[config.mk]
export PLATFORM = sky130hd
export DESIGN_NAME = bm_combine_flat
export DESIGN_NICKNAME = d
export VERILOG_FILES = /design/src/rtl/bm_combine_if.sv /design/src/rtl/bm_combine.sv /design/src/flat_wrapper.sv
export SDC_FILE = /design/constraint.sdc
export NUM_CORES = 1
export LEC_CHECK = 0
export BUFFER_PORTS_ARGS = -buffer_cell sky130_fd_sc_hd__buf_2
export CAP_MARGIN = 30
export CORE_UTILIZATION = 45
export DETAILED_ROUTE_END_ITERATION = 8
export SYNTH_ARGS = -nofsm -noshare
export SYNTH_HDL_FRONTEND = slang
export SYNTH_SLANG_ARGS = --single-unit
[constraint.sdc]
create_clock -name clk -period 3.5 [get_ports clk]
set_input_delay 0.35 -clock clk [delete_from_list [all_inputs] [get_ports clk]]
set_output_delay 0.35 -clock clk [all_outputs]
set_load 0.05 [all_outputs]
[src/rtl/bm_combine_if.sv]
`default_nettype none
// ============================================================================
// Module      : bm_combine_if
// Description : Input and output valid/ready bundle for the Box-Muller
//               final multiply stage.
// Revision    : 1.0  initial release
// ============================================================================
interface bm_combine_if;
  logic        in_valid;
  logic        in_ready;
  logic [16:0] f_in;       // UQ4.13 magnitude
  logic [15:0] g0_in;      // UQ1.15 |cos|
  logic        sign_in;    // 1 = negative result
  logic        out_valid;
  logic        out_ready;
  logic [15:0] x_out;      // signed Q5.11 noise sample

  // Upstream/downstream side (drives inputs, consumes results)
  modport master (
    output in_valid, f_in, g0_in, sign_in, out_ready,
    input  in_ready, out_valid, x_out
  );

  // Multiply stage side
  modport slave (
    input  in_valid, f_in, g0_in, sign_in, out_ready,
    output in_ready, out_valid, x_out
  );
endinterface
`default_nettype wire

[src/rtl/bm_combine.sv]
`default_nettype none
// ============================================================================
// Module      : bm_combine
// Description : Box-Muller final multiply. x = +/- round_sat(f * g0) using a
//               16-iteration shift-add multiplier, valid/ready on both sides.
// Revision    : 1.0  initial release
// ============================================================================
module bm_combine (
  input  wire          clk,
  input  wire          rst,      // asynchronous, active-low
  bm_combine_if.slave  bus
);

  typedef enum logic [1:0] {
    IDLE  = 2'd0,
    MUL   = 2'd1,
    ROUND = 2'd2,
    OUT   = 2'd3
  } state_t;

  state_t      state;
  state_t      state_nxt;

  logic [32:0] mcand;      // f shifted left once per iteration
  logic [15:0] mplier;     // g0 consumed LSB first
  logic [32:0] acc;        // UQ5.28 product when MUL completes
  logic [3:0]  cnt;
  logic        sign_q;
  logic [15:0] x_q;
  logic        out_valid_q;

  logic [15:0] mag_rnd;
  logic [15:0] mag_sat;
  logic [15:0] x_nxt;

  assign bus.in_ready  = (state == IDLE);
  assign bus.out_valid = out_valid_q;
  assign bus.x_out     = x_q;

  // Round half up to Q.11, saturate to 0x7FFF, then apply the sign.
  // Saturating before negation keeps 0x8000 out of the output range.
  always_comb begin
    mag_rnd = {1'b0, acc[31:17]} + {15'd0, acc[16]};
    mag_sat = (acc[32] || (mag_rnd > 16'h7FFF)) ? 16'h7FFF : mag_rnd;
    x_nxt   = sign_q ? (16'd0 - mag_sat) : mag_sat;
  end

  // State register
  always_ff @(posedge clk or negedge rst) begin
    if (!rst) state <= IDLE;
    else      state <= state_nxt;
  end

  // Next-state logic
  always_comb begin
    state_nxt = state;
    case (state)
      IDLE:    if (bus.in_valid)  state_nxt = MUL;
      MUL:     if (cnt == 4'd15)  state_nxt = ROUND;
      ROUND:                      state_nxt = OUT;
      OUT:     if (bus.out_ready) state_nxt = IDLE;
      default:                    state_nxt = IDLE;
    endcase
  end

  // Datapath: capture, shift-add iterations, result register
  always_ff @(posedge clk or negedge rst) begin
    if (!rst) begin
      mcand       <= '0;
      mplier      <= '0;
      acc         <= '0;
      cnt         <= '0;
      sign_q      <= 1'b0;
      x_q         <= '0;
      out_valid_q <= 1'b0;
    end else begin
      case (state)
        IDLE: begin
          if (bus.in_valid) begin
            mcand  <= {16'd0, bus.f_in};
            mplier <= bus.g0_in;
            sign_q <= bus.sign_in;
            acc    <= '0;
            cnt    <= '0;
          end
        end
        MUL: begin
          acc    <= acc + (mplier[0] ? mcand : 33'd0);
          mcand  <= {mcand[31:0], 1'b0};
          mplier <= {1'b0, mplier[15:1]};
          cnt    <= cnt + 4'd1;
        end
        ROUND: begin
          x_q         <= x_nxt;
          out_valid_q <= 1'b1;
        end
        OUT: begin
          if (bus.out_ready) out_valid_q <= 1'b0;
        end
        default: ;
      endcase
    end
  end

endmodule
`default_nettype wire

[src/flat_wrapper.sv]
// flat-port wrapper written by rule: the top's interface ports become plain ports
module bm_combine_flat 
  (clk, rst, bus_in_valid, bus_f_in, bus_g0_in, bus_sign_in, bus_out_ready, bus_in_ready, bus_out_valid, bus_x_out);
  bm_combine_if bus_i ();
  input  wire clk;
  input  wire rst;
  input wire logic [$bits(bus_i.in_valid)-1:0] bus_in_valid;
  input wire logic [$bits(bus_i.f_in)-1:0] bus_f_in;
  input wire logic [$bits(bus_i.g0_in)-1:0] bus_g0_in;
  input wire logic [$bits(bus_i.sign_in)-1:0] bus_sign_in;
  input wire logic [$bits(bus_i.out_ready)-1:0] bus_out_ready;
  output wire logic [$bits(bus_i.in_ready)-1:0] bus_in_ready;
  output wire logic [$bits(bus_i.out_valid)-1:0] bus_out_valid;
  output wire logic [$bits(bus_i.x_out)-1:0] bus_x_out;
  assign bus_i.in_valid = bus_in_valid;
  assign bus_i.f_in = bus_f_in;
  assign bus_i.g0_in = bus_g0_in;
  assign bus_i.sign_in = bus_sign_in;
  assign bus_i.out_ready = bus_out_ready;
  assign bus_in_ready = bus_i.in_ready;
  assign bus_out_valid = bus_i.out_valid;
  assign bus_x_out = bus_i.x_out;
  bm_combine u_core (.clk(clk), .rst(rst), .bus(bus_i));
endmodule
; Yosys cells after proc, flatten, opt, wreduce, memory -nomap -nowiden
; Index checks and enable logic that the tools add are counted.
; W data, S select, Z words.
[op_classes]
mux = 17
bitwise = 0
mul = 0
n_lt_le_gt_ge = 1
n_reduce_logical = 8
div_mod_pow = 0
shift = 0
n_addsub = 4
eq_ne = 7
[op_table]
columns = op, count
row1 = $pmux W33 S2, 2
row2 = $mux W33, 3
row3 = $mux W16, 3
row4 = $add A33 B33 Y33, 1
row5 = $pmux W16 S2, 1
row6 = $add A15 B1 Y16, 1
row7 = $gt A16 B15 Y1 const B, 1
row8 = $sub A1 B16 Y16 const A, 1
row9 = $pmux W2 S4, 1
row10 = $pmux W4 S2, 1
row11 = $mux W2, 3
row12 = $reduce_and A2 Y1, 3
row13 = $add A4 B1 Y4 const B, 1
row14 = $eq A2 B2 Y1 const B, 2
row15 = $eq A4 B4 Y1 const B, 1
row16 = $mux W4, 1
row17 = $ne A2 B2 Y1 const B, 2
row18 = $reduce_bool A2 Y1, 2
row19 = $reduce_and A3 Y1, 1
row20 = $eq A2 B1 Y1 const B, 1
row21 = $logic_not A2 Y1, 1
row22 = $ne A2 B1 Y1 const B, 1
row23 = $pmux W1 S2, 1
row24 = $logic_or A1 B1 Y1, 1
row25 = $mux W1, 1
[word_totals]
regBits = 106
inputBits = 38
rom_bits = 0
mem_bits_rw = 0
memories = 0
wordCells = 45
latchBits = 0

; Logic depth before layout (Yosys ltp)
[depth]
ltp_word = 6
mapped_depth = 14
mapped_depth_nobuf = 13

; Least setup slack after synthesis
; Ideal clock, no wire load.
[synth_path]
kind = reg2reg
start = reg u_core.mplier[0]
end = reg u_core.acc[32]
synth_period_minus_slack_ns = 2.855
setup_slack_ns = 0.645
path_stages_with_launch = 15
arrival_ns = 2.768
required_ns = 3.413
path_cell_list = dfrtp_1 -> clkbuf_1 -> and2_1 -> ha_1 -> inv_1 -> fa_1 -> nand2b_1 -> a21oi_1 -> o21a_1 -> a211oi_1 -> o211a_1 -> nor2_1 -> a211oi_1 -> xor2_1 -> o211ai_1
[synth_via]
elab_chain_cells = 3
[synth_lines]
columns = item, line
row1 = from (decl), bm_combine.sv:25  ; logic [15:0] mplier;
row2 = from (signal assigned), bm_combine.sv:81  ; mplier <= bus.g0_in;
row3 = from (signal assigned), bm_combine.sv:90  ; mplier <= {1'b0, mplier[15:1]};
row4 = $mux W33, bm_combine.sv:88  ; acc <= acc + (mplier[0] ? mcand : 33'd0);
row5 = $add A33 B33 Y33, bm_combine.sv:88
row6 = $pmux W33 S2, bm_combine.sv:77  ; case (state)
row7 = to (signal assigned), bm_combine.sv:88
row8 = to (decl), bm_combine.sv:26  ; logic [32:0] acc;
; No other way between the ends.
; A chain may end at the register's enable or synchronous reset.

; Final worst setup path
[layout_path]
start = reg u_core.mplier[0]
end = reg u_core.acc[30]
; Same word-level chain as after synthesis.

==> out/metrics.yaml <==
power:
  p_clk_frac: 0.153
  power_leakage_uw: 0.00356
  pwr-share-comb: 0.536
  p_sw_uw: 3000
  intPower_uw: 3580
  swShare: 0.456
  power.density_nw_per_um2: 860
  pwr-share-seq: 0.311
  ir_drop_mv: 0.542
synth:
  syn_inst: 778
  seq_area_frac_synth: 0.385
  synth_top_area_frac: 0.385
  synth_most_common_cell: "dfrtp_1"
  synth-main-ff-cell: "dfrtp_1"
  synth_edf_count: 0
  synth_top_area_cell: "dfrtp_1"
  yosysUniqueCellTypes: 66
  synth_area_um2: 6900
  syn-num-nets: 857
  ys_top_cells_by_area: "dfrtp_1 38%, ha_1 7.3%, o21ai_0 5.9%"
  yosys_warnings: 0
  avgSynthCellArea_um2: 8.86
  ys_seq_elements: 106
  ys_async_sr_fraction: 1.00
  yosys-top-cells-count: "106 x dfrtp_1, 94 x nand2_1, 81 x o21ai_0, 62 x a21oi_1"
sta:
  tns_ns: 0
  finalHoldViolations: 0
  finalSetupViolations: 0
  fmax_ghz: 0.313
  drv_slew: 0
  slew_headroom: 0.482
  rsz0062_at_grt: "false"
  post-route-period-util: 0.912
  setup_ws_ns: 0.306
  fin_skew_ns: 0.00777
  period_minus_slack_ns: 3.19
  max_slew.worst_pin.slew_ns: 0.776
clock_tree:
  cts_sinks: 106
  cts_tree: "done"
  clock-root-buffer: "clkbuf_16"
  insertion_delay_ns: 0.35
  postCtsSetupRepairBufs: 0
  clockBufferDepth: 2
  htree_levels: 3
  clkSlewWorstSetupHoldPaths_ns: 0.07
  cts_buffers: 9
critical_path:
  cp_max_fo: 17
  path_cells: "and2_1, ha_1, inv_1, fa_1, nand2b_1, a21oi_1, o21ai_1, a211oi_1, a41o_1, nand2_1, a21oi_1, or3_1, nand3_1"
  critPathLaunchType: "register"
  critPathKind: "reg -> reg"
  cp_slowest_cell: "dfrtp_2"
  crit_top_cell: "a21oi_1"
  end_kind: "register"
  worst-path-buf-inv: 1
  cp.required_ns: 3.73
  critical_path.top_delay_family: "compound AO/OA/AOI/OAI gates"
  cpPeakStageDelay_ns: 0.50
  cp.arrival_ns: 3.43
global_routing:
  gr-usage-all-layers: 0.213
  grt_first_pass_wirelength_um: 27500
  grt_overflow: 0
  grt_max_degree: 56
  grt_pass1_vias: 5740
  grt_antenna_before_repair: 0
run:
  drv_cap: 0
detailed_routing:
  drtIter0Drc: 316
  finalWirelength_um: 15700
  wl_met2_um: 7180
  vias: 5738
  avgViaCountPerCell: 5.70
  firstDrtPassIters: 7
  ant_nets: 0
  highest_layer: "met4"
  drc: 0
  wl_met3_um: 395
  wl_per_cell_um: 15.5
  wl_met1_um: 7850
floorplanning:
  die_w_um: 126
  ios: 56
  core_area_um2: 14800
  rows: 44
  dieHeight_um: 126
  dieArea_um2: 15800
  start_util: 0.467
placed_design:
  place_congestion: 0.891
  place.detailed.hpwl_um: 11500
  port-buffer-count: 55
  pre_cts_ws_ns: 0.196
final_layout:
  layout-drive-gt1-share: 0.129
  fillers: 1414
  antennaDiodeCount: 0
  area_growth_pct: 11.0
  fin_nets: 897
hold_path:
  hp-class: "in -> async"
status:
  status: "finished clean"
-- routing by layer --
| layer | global-route usage | up-vias |
|---|---|---|
| li1 | - | 2877 |
| met1 | 0.296 | 2760 |
| met2 | 0.344 | 87 |
| met3 | 0.0276 | 14 |
| met4 | 0.0716 | 0 |
| met5 | 0 | - |
-- area by class of cell --
cell class / count / area, µm² / share of cell area
tap: 184 / 230 / 0.0301
multi-input combinational: 607 / 3980 / 0.520
inverter: 25 / 93.8 / 0.0123
clock buffer: 11 / 253 / 0.0330
sequential: 106 / 2650 / 0.347
timing repair buffer: 69 / 403 / 0.0526
clock inverter: 5 / 38.8 / 0.00507
-- final timing paths --
kind	depth (start not counted)	slack, ns	start	to
worst min-delay path	1	0.05	rst	u_core.acc[17]$_DFFE_PN0P_
worst max-delay path	13	0.31	u_core.mplier[0]$_DFFE_PN0P_	u_core.acc[30]$_DFFE_PN0P_
worst min register to register	2	0.49	u_core.mplier[2]$_DFFE_PN0P_	u_core.mplier[2]$_DFFE_PN0P_
worst max register to register	13	0.31	u_core.mplier[0]$_DFFE_PN0P_	u_core.acc[30]$_DFFE_PN0P_
min in group clk	2	0.22	bus_out_ready	u_core.bus.out_valid$_DFFE_PN0P_
max in group asynchronous	2	2.57	rst	u_core.mplier[0]$_DFFE_PN0P_
-- power by group through the flow --
stage	combinational [µW]	sequential (µW)	clock [µW]
global route	3950	2120	1080
floorplan	2530	2230	0
finish	3530	2050	1000
CTS	3510	2050	1030
detailed placement	3490	2070	0
global placement	3410	2050	0
-- layout by cell type, fill, tap and decap left out, types with 2 or more instances in the layout --
master	n
a211oi_1	6
a21boi_1	2
a21o_1	13
a21oi_1	62
a22o_1	19
a22oi_1	2
a31oi_1	4
a32o_1	3
a41o_1	2
and2_1	35
and3_1	9
buf_2	54
buf_4	14
clkbuf_16	9
clkbuf_8	2
clkinv_4	3
dfrtp_1	105
ha_1	40
inv_1	24
mux2_2	6
mux2i_1	25
nand2_1	94
nand2b_1	7
nand3_1	12
nand4_1	4
nand4b_1	2
nor2_1	40
nor3_1	6
o211ai_1	9
o21a_1	4
o21ai_0	81
o21ai_1	9
o21bai_1	2
o22ai_1	25
o2bb2ai_1	2
o31ai_1	4
or2_2	2
or3_4	2
xnor2_1	26
xor2_1	21
-- timing repair --
| item | in CTS | in global routing |
|---|---|---|
| gates resized for setup | 0 | 1 |
| setup endpoints to repair | 0 | 7 |
| hold buffers | 0 | 0 |
-- sequential cells by signal (all words and copies together) (netlist names) --
| register | cells |
|---|---|
| u_core.acc | 33 |
| u_core.mplier | 16 |
| u_core.state | 2 |
| u_core.sign_q | 1 |
| u_core.mcand | 33 |
| u_core.bus.x_out | 16 |
| u_core.cnt | 4 |
| u_core.bus.out_valid | 1 |
-- kinds of logic (layout without fill, tap and decap cells) --
kind of cell / count (synthesis) / after routing / share of synthesized area
buffers and inverters: 65 / 110 / 0.0379
flip-flops: 106 / 106 / 0.385
adder cells (fa/ha/maj): 41 / 41 / 0.0755
XOR/XNOR: 47 / 47 / 0.0597
multiplexers: 32 / 32 / 0.0483
AO/OA/AOI/OAI: 261 / 261 / 0.233
AND/OR/NAND/NOR: 226 / 226 / 0.161
-- per-stage QoR --
stage               hold WS (ns)   util  total power (µW)  cells  instance area, µm²
finish                    0.0473  0.519              6580   1007                7650
global route               0.114  0.519              7150   1007                7650
detailed placement         0.461  0.497              5560    990                7330
CTS                       0.0699  0.517              6590   1006                7630
floorplan                 0.0544      -              4760    778                6900
global placement           0.446  0.497              5470    990                7330
Note: power is estimated with default switching activity, not from simulation.
